--- src/rtl/seg_rx_decoder.sv ---
// seg_rx_decoder: 7-segment receiver with synchronizer, stability filter and BCD decode.
// Define SEG_RX_SEQ_CHECK_EN to enable the counting-sequence check on seq_err.
module seg_rx_decoder #(
  parameter int STABLE_CYCLES = 16,
  parameter bit SEG_ACTIVE_HIGH = 1
) (
  input  logic       clk,
  input  logic       rst,
  input  logic       segA,
  input  logic       segB,
  input  logic       segC,
  input  logic       segD,
  input  logic       segE,
  input  logic       segF,
  input  logic       segG,
  input  logic       segDP,
  output logic [3:0] BCD,
  output logic       dp,
  output logic       valid,
  output logic       blank,
  output logic       err,
  output logic       strobe,
  output logic       seq_err
);
  typedef enum logic {ACQUIRE, LOCKED} state_t;
  localparam logic [7:0] UNLIT = SEG_ACTIVE_HIGH ? 8'h00 : 8'hFF;
  logic [7:0] sync1, sync2, p, cand;
  logic [15:0] cnt;
  state_t state, state_nx;
  logic same, accept, is_digit;
  logic [3:0] digit;
  // raw pins are synchronized before normalization so reset loads the unlit level
  assign p = sync2 ^ UNLIT;
  assign same = p == cand;
  always_comb begin
    accept = state == ACQUIRE && same && cnt == 16'(STABLE_CYCLES - 2);
    state_nx = !same ? ACQUIRE : (accept ? LOCKED : state);
  end
  always_comb begin
    is_digit = 1'b1;
    digit = 4'd0;
    case (p[6:0])
      7'h3F: digit = 4'd0;
      7'h06: digit = 4'd1;
      7'h5B: digit = 4'd2;
      7'h4F: digit = 4'd3;
      7'h66: digit = 4'd4;
      7'h6D: digit = 4'd5;
      7'h7D: digit = 4'd6;
      7'h07: digit = 4'd7;
      7'h7F: digit = 4'd8;
      7'h6F: digit = 4'd9;
      default: is_digit = 1'b0;
    endcase
  end
  always_ff @(posedge clk or negedge rst)
    if (!rst) begin
      sync1 <= UNLIT;
      sync2 <= UNLIT;
      cand <= 8'h00;
      cnt <= 16'd0;
      state <= ACQUIRE;
      BCD <= 4'd0;
      dp <= 1'b0;
      valid <= 1'b0;
      blank <= 1'b0;
      err <= 1'b0;
      strobe <= 1'b0;
    end else begin
      sync1 <= {segDP, segG, segF, segE, segD, segC, segB, segA};
      sync2 <= sync1;
      cand <= p;
      cnt <= !same ? 16'd0 : (cnt == 16'(STABLE_CYCLES) ? cnt : cnt + 16'd1);
      state <= state_nx;
      strobe <= accept && is_digit && (!valid || digit != BCD);
      if (accept) begin
        dp <= p[7];
        valid <= is_digit;
        blank <= p[6:0] == 7'h00;
        err <= !is_digit && p[6:0] != 7'h00;
        if (is_digit) BCD <= digit;
      end
    end
`ifdef SEG_RX_SEQ_CHECK_EN
  logic [3:0] bcd_next;
  assign bcd_next = BCD == 4'd9 ? 4'd0 : BCD + 4'd1;
  always_ff @(posedge clk or negedge rst)
    if (!rst) seq_err <= 1'b0;
    else seq_err <= accept && is_digit && valid && digit != BCD && digit != bcd_next;
`else
  assign seq_err = 1'b0;
`endif
endmodule
--- config.mk ---
export PLATFORM = sky130hd
export DESIGN_NAME = seg_rx_decoder
export DESIGN_NICKNAME = d
export VERILOG_FILES = /design/src/rtl/seg_rx_decoder.sv
export SDC_FILE = /design/constraint.sdc
export NUM_CORES = 1
export LEC_CHECK = 0
export CAP_MARGIN = 20
export CORE_ASPECT_RATIO = 1.25
export CORE_MARGIN = 4
export CORE_UTILIZATION = 61
export DETAILED_ROUTE_END_ITERATION = 10
export PLACE_DENSITY = 0.87
export SLEW_MARGIN = 20
export SYNTH_ARGS = -nofsm -noshare
export SYNTH_HDL_FRONTEND = slang
export SYNTH_SLANG_ARGS = --single-unit
export TNS_END_PERCENT = 1
--- constraint.sdc ---
create_clock -name clk -period 4.3 [get_ports clk]
set_input_delay 0.645 -clock clk [delete_from_list [all_inputs] [get_ports clk]]
set_output_delay 0.645 -clock clk [all_outputs]
set_load 0.01 [all_outputs]
==> Word level (Yosys, flattened, before mapping) <==
Index checks and enable logic that the tools add are counted.
Widths: inputs -> output; s select.
{ "classes": {"n_addsub": 1, "mul": 0, "n_div": 0, "n_lt_le_gt_ge": 0, "n_eq_ne": 16, "shift": 0, "mux": 6, "bitwise_logic": 1, "n_reduce_logical": 12} }
{ "ops": {"columns": ["cell", "count"], "rows": [
  ["$eq 7x7->1 const B", 7],
  ["$pmux 4 s9", 1],
  ["$mux 16", 2],
  ["$add 16x1->16 const B", 1],
  ["$eq 16x4->1 const B", 1],
  ["$eq 16x5->1 const B", 1],
  ["$eq 7x3->1 const B", 2],
  ["$reduce_or 10->1", 1],
  ["$eq 8x8->1", 1],
  ["$eq 7x6->1 const B", 1],
  ["$logic_not 7->1", 1],
  ["$reduce_bool 7->1", 1],
  ["$logic_and 1x1->1", 5],
  ["$ne 4x4->1", 1],
  ["$mux 1", 3],
  ["$logic_not 1->1", 2],
  ["$ne 2x1->1 const B", 1],
  ["$ne 2x2->1 const B", 1],
  ["$reduce_and 2->1", 1],
  ["$logic_or 1x1->1", 1],
  ["$not 1->1", 1]
]} }
{ "word_totals": {"regBits": 50, "latchBits": 0, "ram_bits": 0, "romBits": 0, "in_bits": 10, "out_inout_bits": 10, "elab_cells": 47, "n_memories": 0} }

==> Depth between registers and ports, before layout <==
{ "depth": {"word_depth": 5, "mapped_depth": 7, "depth_no_buf": 7} }

==> Worst setup path before layout <==
No wires, ideal clock.
{ "synth_timing": {"kind": "register to register", "start": "register cnt[5]", "end": "register BCD[0]", "setup_ns": 0.125, "arrival_ns": 2.040, "required_ns": 4.175, "slack_ns": 2.134, "path_stages_with_launch": 6, "n_path_buf": 0, "period_less_slack_ns": 2.166, "path_cell_list": "dfrtp_1 -> or4_4 -> nor4_4 -> nand4b_4 -> a21oi_2 -> mux2_4"} }
{ "synth_via": {"elab_chain_cells": 3} }
{ "synth_lines": {"columns": ["item", "line", "source"], "rows": [
  ["start, declared", "28", "logic [15:0] cnt;"],
  ["start signal, assigned", "73", "cnt <= !same ? 16'd0 : (cnt == 16'(STABLE_CYCLES) ? cnt : cnt + 16'd1);"],
  ["$eq 16x4->1", "36", "accept = state == ACQUIRE && same && cnt == 16'(STABLE_CYCLES - 2);"],
  ["$logic_and 1x1->1", "36", null],
  ["$reduce_and 2->1 (no source line)", null, null],
  ["end signal, assigned", "81", "if (is_digit) BCD <= digit;"],
  ["end, declared", "17", "output logic [3:0] BCD,"]
]} }
No other way between the ends.
A chain may end at the register's enable or synchronous reset.

==> Worst setup path after layout <==
{ "layout_timing": {"start": "register sync2[5], in the netlist p[5]", "end": "register BCD[0]"} }
{ "layout_via": {"elab_chain_cells": 4, "word_cells_on_any_way": 17, "classes_between": "eq/ne (11); mux (2); reduce/logical (4)"} }
{ "layout_lines": {"columns": ["item", "line", "source"], "rows": [
  ["start, declared", "27", "logic [7:0] sync1, sync2, p, cand;"],
  ["start signal, assigned", "71", "sync2 <= sync1;"],
  ["$eq 7x7->1, or another cell as far along", "42", "case (p[6:0])"],
  ["$reduce_or 10->1 (no source line) or $logic_and 1x1->1 (tied branches)", null, null],
  ["$mux 1 or $logic_and 1x1->1 (tied branches)", "42, 36", null],
  ["$reduce_and 2->1 (no source line)", null, null]
]} }
Several ways; a longest one is shown, not always the timed one.

==> results.py <==
metrics = {
    "outcome": {
        "status": "finished clean",
    },
    "global_route": {
        "grt_pass1_wl_mm": 7.19,
        "grt.met3_usage_pct": 3.56,
        "grt_max_degree": 51,
        "use_met1_pct": 25.4,
        "track_usage_pct": 21.4,
        "met2_usage_pct": 36.1,
        "antenna_found_initial": 0,
        "busiest_layer": "met2",
        "grt_pass1_vias": 1520,
        "overflow": 0,
    },
    "yosys": {
        "ys_top_cells_by_count": "dfrtp_1 (50), nor2_1 (19), xor2_1 (19), nand2_1 (11)",
        "synthArstFlopShare_pct": 100,
        "avgSynthCellArea_um2": 11.6,
        "synth.most_common_cell": "dfrtp_1",
        "synthFlopType": "dfrtp_1",
        "yosys.area.top_type": "dfrtp_1",
        "synth_nets": 204,
        "netlist_instances": 191,
        "syn-cell-area_um2": 2220,
        "yosysSeqAreaShare_pct": 56.2,
        "synthTopCellsByArea": "dfrtp_1 (56%), xor2_1 (7.5%), nor2_1 (3.2%), xnor2_1 (2.8%), nand2_1 (1.9%)",
        "yosysUniqueCellTypes": 46,
        "synth_edf_count": 0,
        "synth-seq-cells": 50,
        "yosysWarnings": 0,
        "synth_top_area_share_pct": 56.2,
    },
    "critical_path": {
        "crit_path_top_delay_cell": "a2111oi_0",
        "crit_chain": "or3b_1, a2111oi_0, a21oi_2, a21oi_2, mux2_4",
        "worstPathRequired_ps": 4500,
        "start_kind": "flop",
        "path_common_cell": "a21oi_2",
        "crit_path_max_incr_delay_ps": 600,
        "ff2ff_setup_slack_ps": 1920,
        "r2r_end": "BCD[0]",
        "crit_arrival_ps": 2580,
        "end_kind": "flop",
        "reg2reg_from": "p[5]",
        "r2r_cells": 5,
        "path_max_fanout": 11,
        "crit_type": "flop to flop",
    },
    "timing": {
        "whs_ps": 348,
        "skew_ps": 12.0,
        "hold_viol_final": 0,
        "period_share_pct": 55.4,
        "fmax_mhz": 420,
        "setup_viol": 0,
        "tightestPinTransition_ps": 598,
        "finalMaxSlewViolations": 0,
        "rsz0062_at_grt": "no",
        "slew_headroom_pct": 59.1,
        "finalCriticalPeriod_ps": 2380,
        "setup_tns_ps": 0,
    },
    "placement": {
        "postPlaceCellArea_um2": 2410,
        "gp_congestion": 1.15,
        "io_buffers": 18,
        "hpwl_mm": 2.85,
    },
    "route": {
        "wl_per_cell_um": 16.7,
        "drtPass1Iterations": 4,
        "drtIter0Drc": 177,
        "vias_per_cell": 5.85,
        "postRouteAntennaNets": 0,
        "wl_mm": 4.19,
        "num_vias": 1462,
        "drc": 0,
    },
    "die": {
        "core_area_um2": 3510,
        "row_count": 24,
        "initial_core_util_pct": 63.3,
        "fp.dieW_um": 62.0,
        "ios": 20,
        "die_h_um": 75.5,
        "dieArea_um2": 4680,
    },
    "hold_path": {
        "hold_class": "input port to async pin",
    },
    "clock_tree": {
        "cts_tree": "done",
        "path_clk_slew_ps": 90,
        "htreeDepth": 2,
        "postCtsHoldBufs": 0,
        "cts_setup_buffers": 0,
        "cts_resized": 0,
        "numCtsBuffers": 5,
        "clkSinkCount": 50,
        "cts_root_buf": "clkbuf_8",
        "clock_latency_ps": 300,
        "cts.path.max_buffers": 2,
    },
    "finish": {
        "num-fill-cells": 257,
        "stdcell_area_um2": 2530,
        "antenna_cells": 0,
        "drive_gt1_share_pct": 10.9,
        "post-route-util_pct": 71.9,
        "syn_to_final_growth_pct": 13.6,
        "layout.nets": 223,
    },
    "power_and_ir_drop": {
        "ir_drop_uv": 358,
        "power.total_uw": 853,
        "p_per_area_nw_per_um2": 338,
        "total_leakage_power_nw": 1.10,
    },
    "run": {
        "max_cap_violations": 0,
    },
}
layer usage:
layer	part of all wire, %	up-vias
met2	52	56
met4	3.6	0
li1	-	689
met1	40	701
met5	0	-
met3	4.5	16
logic make-up after synthesis:
logic type | after synthesis | synth area share [%]
AND/OR/NAND/NOR | 74 | 20.1
XOR/XNOR | 26 | 10.2
multiplexers | 6 | 3.04
buffers and inverters | 13 | 2.76
flip-flops | 50 | 56.2
adder cells (fa/ha/maj) | 3 | 1.69
other | 1 | 0.169
AO/OA/AOI/OAI | 18 | 5.79
sequential cells by signal (all words and copies together) (netlist names):
signal and cells:
dp 1, cand 8, strobe 1, state 1, blank 1, valid 1, p 8, BCD 4
sync1 8, err 1, cnt 16
worst max-delay path by stage:
stage / start / end / cells past startpoint
floorplan: cnt[5] / BCD[0] / 5
global placement: p[5] / BCD[0] / 5
detailed placement: p[5] / BCD[0] / 5
CTS: p[5] / BCD[0] / 5
global route: cnt[13] / BCD[0] / 5
finish: p[5] / BCD[0] / 5
report_power, final:
group          switching, mW  total, mW  internal [mW]  leakage (nW)
sequential            0.0123      0.493          0.481         0.643
clock                  0.150      0.323          0.174        0.0514
combinational         0.0212     0.0365         0.0153         0.410
worst max-delay path, delay by kind of cell, from the launching register on:
family	cells	cell delay (ps)
DFF	1	490
muxes	1	330
and+or+nand+nor	1	410
AOI/OAI and AO/OA	3	1060
cell usage in the layout, fill, tap and decap left out, types with 2 or more instances in the layout:
cell             synthesis  final
or3_1                    2      2
nor2b_1                  2      2
xor2_1                  19     19
mux2i_1                  3      3
nand3b_1                 2      2
clkdlybuf4s50_1          0     17
o21ai_0                  5      5
ha_1                     3      3
and2_1                   2      2
mux2_2                   2      2
dfrtp_1                 50     50
inv_1                    7      7
nor3_1                   5      5
clkbuf_8                 0      5
or4_1                    3      3
or4_4                    2      2
xnor2_1                  7      7
nor4_2                   2      2
nand2b_1                 2      2
and3_1                   3      3
nor2_1                  19     19
nand2_1                 11     11
nor4_1                   2      2
a21oi_1                  3      3
a21oi_2                  2      2
nand4_1                  3      3
nand3_1                  7      7
through the flow:
| step | worst slack [ps] | cells |
|---|---|---|
| final | 1920 | 250 |
| after global placement | 2010 | 242 |
| after floorplan | 2130 | 191 |
| after global routing | 1780 | 250 |
| after CTS | 1900 | 250 |
| after detailed placement | 1920 | 242 |
layout make-up:
class	instances	area [µm²]	area share, %
clock buffers	6	72.6	2.87
clock inverters	2	37.5	1.49
inverters	7	26.3	1.04
multi-input cells	128	912	36.1
flip-flops and latches	50	1250	49.5
well taps	39	48.8	1.93
repair buffers	18	178	7.03
(Power assumes the default switching activity.)
